<file path="config.mk">
export PLATFORM = sky130hd
export DESIGN_NAME = tff_counter
export DESIGN_NICKNAME = d
export VERILOG_FILES = /design/src/rtl/tff_pkg.sv /design/src/rtl/tff_cell.sv /design/src/rtl/tff_counter.sv
export SDC_FILE = /design/constraint.sdc
export NUM_CORES = 1
export LEC_CHECK = 0
export CAP_MARGIN = 30
export CORE_MARGIN = 2
export CORE_UTILIZATION = 41
export CTS_BUF_LIST = sky130_fd_sc_hd__clkbuf_4
export CTS_CLUSTER_SIZE = 10
export DETAILED_ROUTE_END_ITERATION = 7
export PLACE_DENSITY = 0.78
export REMOVE_ABC_BUFFERS = 1
export SYNTH_ARGS = -nofsm -noshare
export SYNTH_HDL_FRONTEND = slang
export SYNTH_SLANG_ARGS = --single-unit
</file>
<file path="constraint.sdc">
create_clock -name CK -period 5.4 [get_ports CK]
set_input_delay 1.08 -clock CK [delete_from_list [all_inputs] [get_ports CK]]
set_output_delay 1.08 -clock CK [all_outputs]
set_load 0.005 [all_outputs]
</file>
<file path="src/rtl/tff_pkg.sv">
// Shared constants and helpers for the tff counter family.
//   UP / DOWN            : values of the UD direction input
//   WRAP_MODE / SAT_MODE : values of the SAT mode input
//   clog2()              : ceiling log2, used for elaboration-time parameter checks
package tff_pkg;

  localparam logic UP        = 1'b1;
  localparam logic DOWN      = 1'b0;
  localparam logic WRAP_MODE = 1'b0;
  localparam logic SAT_MODE  = 1'b1;

  // Smallest n such that 2**n >= value (0 for value <= 1).
  function automatic int clog2(input longint value);
    int result;
    result = 0;
    for (int i = 0; i < 63; i++) begin
      if ((64'sd1 <<< i) < value) result = i + 1;
    end
    return result;
  endfunction

endpackage

</file>
<file path="src/rtl/tff_cell.sv">
// Single-bit toggle flip-flop.
//   CK  : clock, rising edge
//   RST : asynchronous active-high reset, forces Q to 0
//   T   : toggle request, Q inverts on the edge when T=1
//   Q   : stored bit
module tff_cell (
  input  logic CK,
  input  logic RST,
  input  logic T,
  output logic Q
);

  always_ff @(posedge CK or posedge RST) begin
    if (RST) Q <= 1'b0;
    else if (T) Q <= ~Q;
  end

endmodule

</file>
<file path="src/rtl/tff_counter.sv">
// WIDTH-bit modulo-MOD up/down counter built from toggle flip-flop cells.
//   CK   : clock, rising edge
//   RST  : asynchronous active-high reset (Q=0, WRAP=0)
//   EN   : count enable
//   CLR  : synchronous clear (highest priority)
//   LD   : synchronous load of D, clamped to MOD-1
//   D    : load value
//   UD   : direction, 1 = up, 0 = down
//   SAT  : 1 = saturate at range ends, 0 = wrap
//   Q    : current count
//   TC   : terminal count for the current direction (combinational)
//   WRAP : registered pulse, high the cycle after a wrapping edge
module tff_counter
  import tff_pkg::*;
#(
  parameter int     WIDTH = 4,
  parameter longint MOD   = longint'(1) <<< WIDTH
) (
  input  logic             CK,
  input  logic             RST,
  input  logic             EN,
  input  logic             CLR,
  input  logic             LD,
  input  logic [WIDTH-1:0] D,
  input  logic             UD,
  input  logic             SAT,
  output logic [WIDTH-1:0] Q,
  output logic             TC,
  output logic             WRAP
);

  generate
    if (WIDTH < 1 || WIDTH > 32) begin : g_bad_width
      $error("tff_counter: WIDTH must be in 1..32");
    end
    if (MOD < 2 || clog2(MOD) > WIDTH) begin : g_bad_mod
      $error("tff_counter: MOD must satisfy 2 <= MOD <= 2**WIDTH");
    end
  endgenerate

  localparam logic [WIDTH-1:0] MAX  = WIDTH'(MOD - 1);
  localparam logic [WIDTH-1:0] ZERO = '0;
  localparam logic [WIDTH-1:0] ONE  = WIDTH'(1);

  logic [WIDTH-1:0] count_next;
  logic [WIDTH-1:0] toggle;
  logic             wrap_next;

  always_comb begin
    count_next = Q;
    wrap_next  = 1'b0;
    if (CLR) begin
      count_next = ZERO;
    end else if (LD) begin
      count_next = (D > MAX) ? MAX : D;
    end else if (EN) begin
      if (UD == UP) begin
        // Out-of-range codes (non power-of-two MOD) recover to the low end.
        if (Q > MAX) begin
          count_next = ZERO;
        end else if (Q == MAX) begin
          if (SAT != SAT_MODE) begin
            count_next = ZERO;
            wrap_next  = 1'b1;
          end
        end else begin
          count_next = Q + ONE;
        end
      end else begin
        if (Q > MAX) begin
          count_next = MAX;
        end else if (Q == ZERO) begin
          if (SAT != SAT_MODE) begin
            count_next = MAX;
            wrap_next  = 1'b1;
          end
        end else begin
          count_next = Q - ONE;
        end
      end
    end
  end

  // Each cell flips exactly the bits that differ between current and next.
  assign toggle = Q ^ count_next;

  generate
    for (genvar gi = 0; gi < WIDTH; gi++) begin : g_cell
      tff_cell u_cell (
        .CK (CK),
        .RST(RST),
        .T  (toggle[gi]),
        .Q  (Q[gi])
      );
    end
  endgenerate

  always_ff @(posedge CK or posedge RST) begin
    if (RST) WRAP <= 1'b0;
    else     WRAP <= wrap_next;
  end

  assign TC = (UD == UP) ? (Q == MAX) : (Q == ZERO);

endmodule
</file>
After elaboration in Yosys (flattened, before gate mapping). Index checks and enable logic that the tools add are counted.

Register bits after elaboration: 5. Bits of input ports: 11. Output and inout port bits: 6. Word-level logic and storage cells: 37.

Add/subtract/negate cells: 2. Magnitude comparators: 2. Equal/unequal tests: 1. Muxes and demuxes: 21. Bitwise logic cells: 5. Reductions and logical operators: 1.

Operator list (number): $mux W4 (11); $mux W1 (10); $gt A4 B4 Y1 const B (2); $add A4 B1 Y4 const B (1); $eq A4 B4 Y1 const B (1); $logic_not A4 Y1 (1); $not A1 Y1 (4); $sub A4 B1 Y4 const B (1); $xor A4 B4 Y4 (1).

Longest topological paths before layout. Gate-level depths: netlist (run 1).

Depth after elaboration: 8. Mapped depth: 7. Mapped depth without buffers: 6.

Modules after synthesis. Synthesis (run 1) repeated with hierarchy kept, for this count alone.

Cells, all modules: 80. Area total of the unflattened synthesis: 614.3 um2.

Modules (own cells, without submodules): tff_counter (times used 1, cells an instance 68, area an instance 464.2 um2, seq. area each 25.0 um2); tff_cell (times used 4, cells an instance 3, area an instance 37.5 um2, seq. area each 25.0 um2).

Worst setup path before layout (run 1). Ideal clock, no wire load.

Path kind: input -> output. Start point: input UD. End point: output TC. Arrival: 1716 ps. Data required time: 4320 ps. Path slack: 2604 ps. Stages on the path: 3. Path buffers: 1. Cells stage by stage: clkbuf_1 inv_1 mux2i_1.

Word-level cells in the longest chain between the ends: 1.

RTL lines: start: declaration (RTL line tff_counter.sv:25) `input logic UD,`; $mux W1 (RTL line tff_counter.sv:103) `assign TC = (UD == UP) ? (Q == MAX) : (Q == ZERO);`; end: declaration (RTL line tff_counter.sv:28) `output logic TC,`.

Every way passes these cells.

Worst setup path after layout (run 1). Ends and elaborated chain as after synthesis.

==> impl_results.md, run 1 <==
* Outcome: complete, no violations
* Nets at 95
* Setup TNS at 0 ns
* Power density over the cells at 207 nW/µm²
* Critical-path cell list: clkdlybuf4s50_1 > inv_1 > mux2i_1 > clkdlybuf4s50_1
* CTS max path bufs at 2
* Fillers at 113
* Via/cell ratio at 6.03
* Clk_lat worst skew at 0.25 ns
* DR DRC count at 0
* Final period util at 70.0%
* Detailed Route Iter0 Violations at 19
* WL final at 1320 µm
* Cell Count Post-Placement at 92
* Largest net degree at the start of global routing at 14
* Top-level I/O count at 17
* Layout cells sized above 1 at 8.64%
* Finished Layout Cells at 96
* Peak VDD IR at 0.0000924 V
* Slowest-stage cell, CP: clkdlybuf4s50_1
* Compound-cell area share of the yosys netlist at 36.1%
* CP most frequent cell: clkdlybuf4s50_1
* CTS Sinks at 5
* Post-Synth Adder-Cell Area at 4.48%
* Post-synth EDFFs at 0
* Row cnt at 13
* All-Layer GR Usage at 20.4%
* Post-Syn Instances at 70
* Post-synth ARST share at 100%
* CORE AREA at 1280 µm²
* Clock root buffer: clkbuf_4
* Area leader, netlist: dfrtp_1
* Critical path type: in -> out
* Vias in the first global route at 476
* Synth Warn # at 0
* Crit Path Max Fanout at 10
* Largest cells by area after synthesis: dfrtp_1 22%, buf_4 5.4%, inv_1 5.4%
* Htree depth at 1
* Slew headroom at 72.9%
* Internal power at 0.101 mW
* Reg power frac at 31.9%
* Slew of the pin with the lowest slew margin at 0.396 ns
* RSZ-0062 raised after global routing: no
* Worst Path Required at 4.32 ns
* Max frequency at 265 MHz
* Mapped Area at 558 µm²
* Starting Density at 43.4%
* Hold crit path type: reg -> reg
* Final Hold Viols at 0
* Average cell area after synthesis at 7.97 µm²
* Leakage power at 0.297 nW
* First-pass DRT Iterations at 4
* Seq cells post-synth at 5
* Clock power frac at 34.7%
* Post-synthesis cell type count at 35
* Post_cts resized at 0
* CP peak stage delay at 0.66 ns
* Layout area overhead at 28.3%
* Placer congestion estimate at 0.945
* Post-synthesis mux area share at 3.59%
* Pwr Total at 0.148 mW
* Wirelength per Cell at 13.8 µm
* Synth Area in Simple Gates at 18.8%
* Clk pin slew, worst setup/hold paths at 0.05 ns
* CTS Buf Count at 3
* Remaining Overflow, GRT at 0
* Crit end category: primary output
* Final Max Slew Viols at 0
* Final core occ at 55.7%
* Die area at 1670 µm²
* Switch share at 32.0%
* Max Cap Violations at 0
* Finish-stage setup viols at 0
* Logic pwr share at 33.4%
* Die height at 40.9 µm
* DRT antenna net count at 0
* Initial antenna violation count at 0
* Post-synthesis sequential area ratio at 22.4%
* XOR/XNOR share of the synthesized area at 0%
* Post-CTS setup buffers at 0
* Share of Yosys cell area claimed by the top area cell type at 22.4%
* Ant diodes at 0
* Vias at 579
* Clock Skews at 0.00422 ns
* Post-synth top flop: dfrtp_1
* Final min period at 3.78 ns
* Global-route wire length before repair at 2150 µm
* CP Launch Type: input pin
* CP arrival at 2.70 ns
* Main combinational cell family by area after synthesis: compound AO/OA/AOI/OAI gates
* CTS tree: built
* IO buf count at 16
* Switching Power at 0.0475 mW
* HPWL after detailed placement at 986 µm
* Hold buffers post-CTS at 0
* Die width at 40.9 µm
## logic make-up (layout without fill, tap and decap cells)
group,after synthesis,count (layout)
AOI/OAI and AO/OA,25,25
and+or+nand+nor,19,19
buffers and inverters,17,28
DFF,5,5
adders and majority gates,2,2
muxes,2,2
## Yosys cell counts (all sizes together) (2+ instances only)
cell type / count
buf: 7
a21oi: 4
nand2b: 2
inv: 8
ha: 2
dfrtp: 5
a211oi: 2
a221o: 2
mux2i: 2
nand3: 3
o211ai: 2
nor2: 4
o31ai: 4
clkbuf: 2
nand2: 4
## routing by layer
| layer | vias to the layer above | track usage, % | part of all wire [%] |
|---|---|---|---|
| li1 | 280 | - | - |
| met1 | 269 | 26.4 | 45 |
| met2 | 28 | 30.1 | 47 |
| met3 | 2 | 6.52 | 7.8 |
| met4 | 0 | 10.0 | 0.76 |
| met5 | - | 0 | 0 |
## per-stage QoR
stage	setup slack (ns)	area [µm²]	hold slack, ns
floorplan	2.88	507	0.689
global placement	1.69	686	0.780
detailed placement	1.62	686	0.783
CTS	1.60	716	0.793
global route	1.49	716	0.846
finish	1.62	716	0.790
## registers in the layout (all words and copies together) (netlist names)
| register | flops |
|---|---|
| WRAP | 1 |
| g_cell.u_cell.Q | 4 |
## layout by cell type (no fill, tap or decap), drive strengths merged
| cell type | count |
|---|---|
| nor2b | 1 |
| nand2 | 4 |
| o2111a | 1 |
| o21ba | 1 |
| mux2i | 2 |
| o211ai | 2 |
| clkdlybuf4s50 | 16 |
| a211oi | 2 |
| o31ai | 4 |
| dfrtp | 5 |
| o32ai | 1 |
| nor2 | 4 |
| a21bo | 1 |
| and4 | 1 |
| o22ai | 1 |
| a221o | 2 |
| nor3 | 1 |
| o21ai | 1 |
| a2bb2oi | 1 |
| nand3 | 3 |
| a41o | 1 |
| inv | 8 |
| o41a | 1 |
| clkbuf | 4 |
| or3b | 1 |
| a2111oi | 1 |
| a22oi | 1 |
| nor4b | 1 |
| ha | 2 |
| nand2b | 2 |
| or4b | 1 |
| a21oi | 4 |
## power by group through the flow
stage / Clock, mW / Combinational [mW] / Sequential (mW)
global placement: 0 / 0.0484 / 0.0475
floorplan: 0 / 0.0266 / 0.0461
global route: 0.0557 / 0.0557 / 0.0476
detailed placement: 0 / 0.0490 / 0.0475
finish: 0.0515 / 0.0496 / 0.0473
CTS: 0.0518 / 0.0496 / 0.0469
## critical path, delay by kind of cell
kind	cells	cell delay [ns]
multiplexers	1	0.24
buffers and inverters	3	1.39
## worst paths after layout
| path | end | slack (ns) | start | cells after the start |
|---|---|---|---|---|
| worst max register to register | g_cell[0].u_cell.Q$_DFFE_PP0P_ | 3.28 | g_cell[1].u_cell.Q$_DFFE_PP0P_ | 6 |
| worst min register to register | g_cell[2].u_cell.Q$_DFFE_PP0P_ | 0.79 | g_cell[3].u_cell.Q$_DFFE_PP0P_ | 2 |
| max in group asynchronous | WRAP$_DFF_PP0_ | 4.18 | RST | 2 |
| worst max-delay path | TC | 1.62 | UD | 4 |
| min in group asynchronous | g_cell[3].u_cell.Q$_DFFE_PP0P_ | 1.03 | RST | 2 |
| worst min-delay path | g_cell[2].u_cell.Q$_DFFE_PP0P_ | 0.79 | g_cell[3].u_cell.Q$_DFFE_PP0P_ | 2 |
## final cells by class
type	count	area, µm²	area share [%]
Clock buffer	4	30.0	4.20
Inverter	8	30.0	4.20
Multi-Input combinational cell	48	352	49.1
Sequential cell	5	125	17.5
Tap cell	15	18.8	2.62
Timing Repair Buffer	16	160	22.4
No activity file was read; power rests on OpenSTA's default activity.
==> inputs of run 2 (changes only) <==
clock period = 3.85 ns   (was 5.4 ns; I/O delays follow)
==> run 2 against run 1 <==
Clock-buffer cell count is the same. Critical endpoint unchanged. Sequential cell count is the same. Register-to-register slack lost 1.5 ns. Die area is the same. Highest routed layer is now met3. Largest cell class unchanged. Core utilization is the same. Largest power group is now combinational logic. Hold slack lost 0.069 ns. Worst setup slack lost 0.95 ns.
==> impl_results.md, run 2 (synthesis gave the netlist of run 1 again) <==
* Initial antenna violation count at 0 (unchanged)
* Final period util at 82.6%
* Layout area overhead at 28.3% (unchanged)
* Placer congestion estimate at 0.944 (about the same)
* Nets at 95 (unchanged)
* FF-to-FF Start: g_cell[1].u_cell.Q$_DFFE_PP0P_
* Max reg flops at 4 (unchanged)
* HPWL after detailed placement at 1050 µm (+6.3%)
* Post-place setup slack at 0.673 ns (-0.944 ns)
* DR DRC count at 0 (unchanged)
* First-pass DRT Iterations at 4 (unchanged)
* Power density over the cells at 287 nW/µm² (+39%)
* Clock Skews at 0.00439 ns (+0.000167 ns)
* Leakage power at 0.297 nW (unchanged)
* Die height at 40.9 µm (unchanged)
* Reg2Reg Depth at 6 (unchanged)
* DRT antenna net count at 0 (unchanged)
* Crit end category: primary output
* Crit Path Max Fanout at 10 (unchanged)
* CTS Sinks at 5 (unchanged)
* Met1 usage at 25.2% (-1.2 points)
* Slowest-stage cell, CP: clkdlybuf4s50_1
* Remaining Overflow, GRT at 0 (unchanged)
* Finish-stage setup viols at 0 (unchanged)
* Die area at 1670 µm² (unchanged)
* CP peak stage delay at 0.68 ns (+0.02 ns)
* Post_cts resized at 0 (unchanged)
* Worst Path Required at 3.08 ns (-1.24 ns)
* Vias in the first global route at 522 (+9.7%)
* Crit-path leading delay family: buffers and inverters
* Busiest layer in global routing: met2
* CP Launch Type: input pin
* CORE AREA at 1280 µm² (unchanged)
* Vias at 574 (-0.86%)
* Final Max Slew Viols at 0 (unchanged)
* Htree depth at 1 (unchanged)
* Clk_lat worst skew at 0.24 ns (about the same)
* CTS max path bufs at 2 (unchanged)
* Largest net degree at the start of global routing at 14 (unchanged)
* Largest registers: g_cell.u_cell.Q x4, WRAP x1
* Critical path type: in -> out
* Global-route wire length before repair at 2210 µm (+2.9%)
* Buffer and inverter count on the worst path at 3 (unchanged)
* GR Layer Usage met2 at 34.0% (+3.9 points)
* Final Hold Viols at 0 (unchanged)
* Max frequency at 315 MHz
* IO buf count at 16 (unchanged)
* Row cnt at 13 (unchanged)
* Clk pin slew, worst setup/hold paths at 0.05 ns (about the same)
* Worst setup margin at 0.671 ns (-0.949 ns)
* Via/cell ratio at 5.98 (-0.86%)
* Layout cells sized above 1 at 8.64% (unchanged)
* CP most frequent cell: clkdlybuf4s50_1
* Post-CTS setup buffers at 0 (unchanged)
* Peak VDD IR at 0.000143 V (+55%)
* Detailed Route Iter0 Violations at 17 (-2)
* Outcome: complete, no violations
* Wirelength per Cell at 14.9 µm (+8.0%)
* Hold crit path type: in -> async
* Most common cell after layout, fill and taps aside: clkdlybuf4s50_1
* Top-level I/O count at 17 (unchanged)
* Slew headroom at 67.8% (-5.0 points)
* Fillers at 112 (-0.88%)
* Setup slack, reg-to-reg at 1.76 ns (-1.52 ns)
* Largest Register: g_cell.u_cell.Q
* Die width at 40.9 µm (unchanged)
* Final min period at 3.18 ns
* CTS tree: built
* Slew of the pin with the lowest slew margin at 0.470 ns (+0.0738 ns)
* Met3 GRT Util at 6.52% (unchanged)
* Critical-path cell list: clkdlybuf4s50_1 > inv_1 > mux2i_1 > clkdlybuf4s50_1
* WL final at 1430 µm (+8.0%)
* Clock root buffer: clkbuf_4
* Starting Density at 43.4% (unchanged)
* CTS Buf Count at 3 (unchanged)
* Setup TNS at 0 ns (unchanged)
* Hold buffers post-CTS at 0 (unchanged)
* Most frequent cells in the layout: 16 x clkdlybuf4s50_1, 8 x inv_1, 5 x dfrtp_1
* All-Layer GR Usage at 20.5% (+0.067 points)
* CP arrival at 2.41 ns (-0.29 ns)
* Crit Reg-Reg Endpoint: g_cell[0].u_cell.Q$_DFFE_PP0P_
* Final core occ at 55.7% (unchanged)
* Ant diodes at 0 (unchanged)
* RSZ-0062 raised after global routing: no
* Max Cap Violations at 0 (unchanged)
run 2: cell counts in the layout (fill, tap and decap cells not counted):
Identical to the previous run, type by type.
run 2: final cells by class:
cell class	instances	area, µm²	share of cell area [%]
Tap cell	15	18.8	2.62
Timing Repair Buffer	16	160	22.4
Multi-Input combinational cell	48	352	49.1
Clock buffer	4	30.0	4.20
Inverter	8	30.0	4.20
Sequential cell	5	125	17.5
run 2: power by group:
part	switching (mW)	total, mW	internal [mW]
sequential	0.00958	0.0660	0.0564
clock	0.0228	0.0691	0.0463
combinational	0.0318	0.0707	0.0388
total	0.0643	0.206	0.141
run 2: through the flow:
| step | total power, mW | instance area (µm²) | hold WS, ns | instances |
|---|---|---|---|---|
| 2_1_floorplan | 0.102 | 507 | 0.549 | 61 |
| 3_3_place_gp | 0.135 | 686 | 0.780 | 92 |
| 3_5_place_dp | 0.136 | 686 | 0.781 | 92 |
| 4_1_cts | 0.207 | 716 | 0.729 | 96 |
| 5_1_grt | 0.218 | 716 | 0.755 | 96 |
| 6_report | 0.206 | 716 | 0.722 | 96 |
run 2: worst max path at each step:
stage / slack (ns) / from / depth (start not counted) / end
after floorplan: 1.71 / g_cell[0].u_cell.Q$_DFFE_PP0P_ / 4 / TC
after global placement: 0.76 / UD / 4 / TC
after detailed placement: 0.67 / UD / 4 / TC
after CTS: 0.66 / UD / 4 / TC
after global routing: 0.56 / UD / 4 / TC
final: 0.67 / UD / 4 / TC
run 2: layer usage:
metal,routed length [µm],vias to the layer above,share of wire (%)
met5,0,-,0
met4,0,0,0
met3,85,0,6.0
met2,701,24,49
met1,640,266,45
li1,-,284,-
==> inputs of run 3 (changes only) <==
clock period = 3.11 ns   (was 3.85 ns; I/O delays follow)
==> run 3 against run 2 <==
Final cell count is 1.0% higher. First-iteration DRC count is 41% lower. Wire length is 4.2% lower.
==> impl_results.md, run 3 (synthesis gave the netlist of run 1 again) <==
* Max layer used: met4
* Peak VDD IR at 0.000209 V (+46%)
* Finish-stage setup viols at 0 (unchanged)
* Max frequency at 345 MHz
* Die area at 1670 µm² (unchanged)
* HPWL after detailed placement at 1050 µm (+0.48%)
* CORE AREA at 1280 µm² (unchanged)
* Final min period at 2.90 ns
* Crit Path Max Fanout at 9 (-1)
* Largest Register: g_cell.u_cell.Q
* DR WL met3 at 60 µm (-29%)
* Leakage power at 0.302 nW (+1.6%)
* Htree depth at 1 (unchanged)
* DRT antenna net count at 0 (unchanged)
* Remaining Overflow, GRT at 0 (unchanged)
* Layout cells sized above 1 at 9.76% (+1.1 points)
* CP Launch Type: flip-flop
* Starting Density at 43.4% (unchanged)
* Final Hold Viols at 0 (unchanged)
* Post-CTS setup buffers at 0 (unchanged)
* Fillers at 122 (+8.9%)
* Critical path type: reg -> out
* Clk pin slew, worst setup/hold paths at 0.04 ns (about the same)
* Slew of the pin with the lowest slew margin at 0.466 ns (-0.00440 ns)
* Max reg flops at 4 (unchanged)
* Row cnt at 13 (unchanged)
* Vias at 575 (+0.17%)
* Ant diodes at 0 (unchanged)
* Final period util at 93.3%
* Clock Skews at 0.00315 ns (-0.00124 ns)
* Wirelength per Cell at 14.1 µm (-5.2%)
* Largest net degree at the start of global routing at 14 (unchanged)
* Largest registers: g_cell.u_cell.Q x4, WRAP x1
* Post_cts resized at 0 (unchanged)
* M1 WL at 652 µm (+1.9%)
* Clk_lat worst skew at 0.24 ns (about the same)
* Hold crit path type: in -> async
* IO buf count at 16 (unchanged)
* Hold buffers post-CTS at 0 (unchanged)
* DR DRC count at 0 (unchanged)
* Placer congestion estimate at 0.891 (-5.6%)
* Top-level I/O count at 17 (unchanged)
* Initial antenna violation count at 0 (unchanged)
* CTS Sinks at 5 (unchanged)
* Nets at 96 (+1.1%)
* Via/cell ratio at 5.93 (-0.86%)
* All-Layer GR Usage at 18.7% (-1.8 points)
* CP arrival at 2.28 ns (-0.13 ns)
* Die width at 40.9 µm (unchanged)
* Vias in the first global route at 461 (-12%)
* Final Max Slew Viols at 0 (unchanged)
* Clock root buffer: clkbuf_4
* DR WL met2 at 631 µm (-10%)
* Worst Path Required at 2.49 ns (-0.59 ns)
* CTS max path bufs at 2 (unchanged)
* Die height at 40.9 µm (unchanged)
* WL final at 1370 µm (-4.2%)
* Crit end category: primary output
* Most frequent cells in the layout: 16 x clkdlybuf4s50_1, 8 x inv_1, 5 x dfrtp_1
* Hold_ws at 0.580 ns (-0.142 ns)
* Setup TNS at 0 ns (unchanged)
* Max Cap Violations at 0 (unchanged)
* Detailed Route Iter0 Violations at 10 (-7)
* Layout area overhead at 29.6%
* Slew headroom at 68.1% (+0.30 points)
* CTS Buf Count at 3 (unchanged)
* Global-route wire length before repair at 2040 µm (-8.1%)
* RSZ-0062 raised after global routing: no
* Most common cell after layout, fill and taps aside: clkdlybuf4s50_1
* CTS tree: built
* Outcome: complete, no violations
* Power density over the cells at 349 nW/µm² (+21%)
* First-pass DRT Iterations at 4 (unchanged)
run 3: cell types whose count changed in the layout (fill, tap and decap cells not counted), sizes merged:
cell and change:
buf +1
run 3: per-layer routing:
layer	track usage, %	vias up
li1	-	283
met1	25.5	271
met2	27.3	19
met3	5.43	2
met4	6.67	0
met5	0	-
run 3: path summary, 6_finish.rpt:
path | startpoint | to | slack (ns) | depth (start not counted)
worst max-delay path | g_cell[0].u_cell.Q$_DFFE_PP0P_ | TC | 0.21 | 5
max in group asynchronous | RST | WRAP$_DFF_PP0_ | 2.36 | 2
worst max register to register | g_cell[0].u_cell.Q$_DFFE_PP0P_ | g_cell[3].u_cell.Q$_DFFE_PP0P_ | 1.01 | 5
min in group CK | g_cell[3].u_cell.Q$_DFFE_PP0P_ | g_cell[2].u_cell.Q$_DFFE_PP0P_ | 0.81 | 2
worst min-delay path | RST | g_cell[3].u_cell.Q$_DFFE_PP0P_ | 0.58 | 2
worst min register to register | g_cell[3].u_cell.Q$_DFFE_PP0P_ | g_cell[2].u_cell.Q$_DFFE_PP0P_ | 0.81 | 2
run 3: layout make-up:
cell class	count	area (µm²)	area share (%)
multi-input combinational	48	352	48.6
timing repair buffer	17	168	23.2
sequential	5	125	17.3
clock buffer	4	30.0	4.15
inverter	8	30.0	4.15
tap	15	18.8	2.60
run 3: power by group:
| group | internal [mW] | switching [mW] | total, mW | leakage (nW) |
|---|---|---|---|---|
| combinational | 0.0491 | 0.0396 | 0.0887 | 0.218 |
| sequential | 0.0699 | 0.0121 | 0.0819 | 0.0659 |
| clock | 0.0571 | 0.0247 | 0.0818 | 0.0184 |
| total | 0.176 | 0.0764 | 0.252 | 0.302 |
run 3: worst max-delay path, stage by stage (launching register included):
cell and delay, ns:
dfrtp_1 0.48, inv_1 0.12, ha_1 0.26, or3b_1 0.46, mux2i_1 0.20, clkdlybuf4s50_1 0.53
run 3: metrics by stage:
| step | area [µm²] | std cells | utilization (%) | setup WS (ns) | power [mW] |
|---|---|---|---|---|---|
| finish | 723 | 97 | 56.3 | 0.207 | 0.252 |
| global route | 723 | 97 | 56.3 | 0.0956 | 0.269 |
| CTS | 723 | 97 | 56.3 | 0.221 | 0.254 |
| detailed placement | 693 | 93 | 53.9 | 0.491 | 0.170 |
| global placement | 693 | 93 | 53.9 | 0.518 | 0.169 |
| floorplan | 507 | 61 | - | 1.12 | 0.126 |
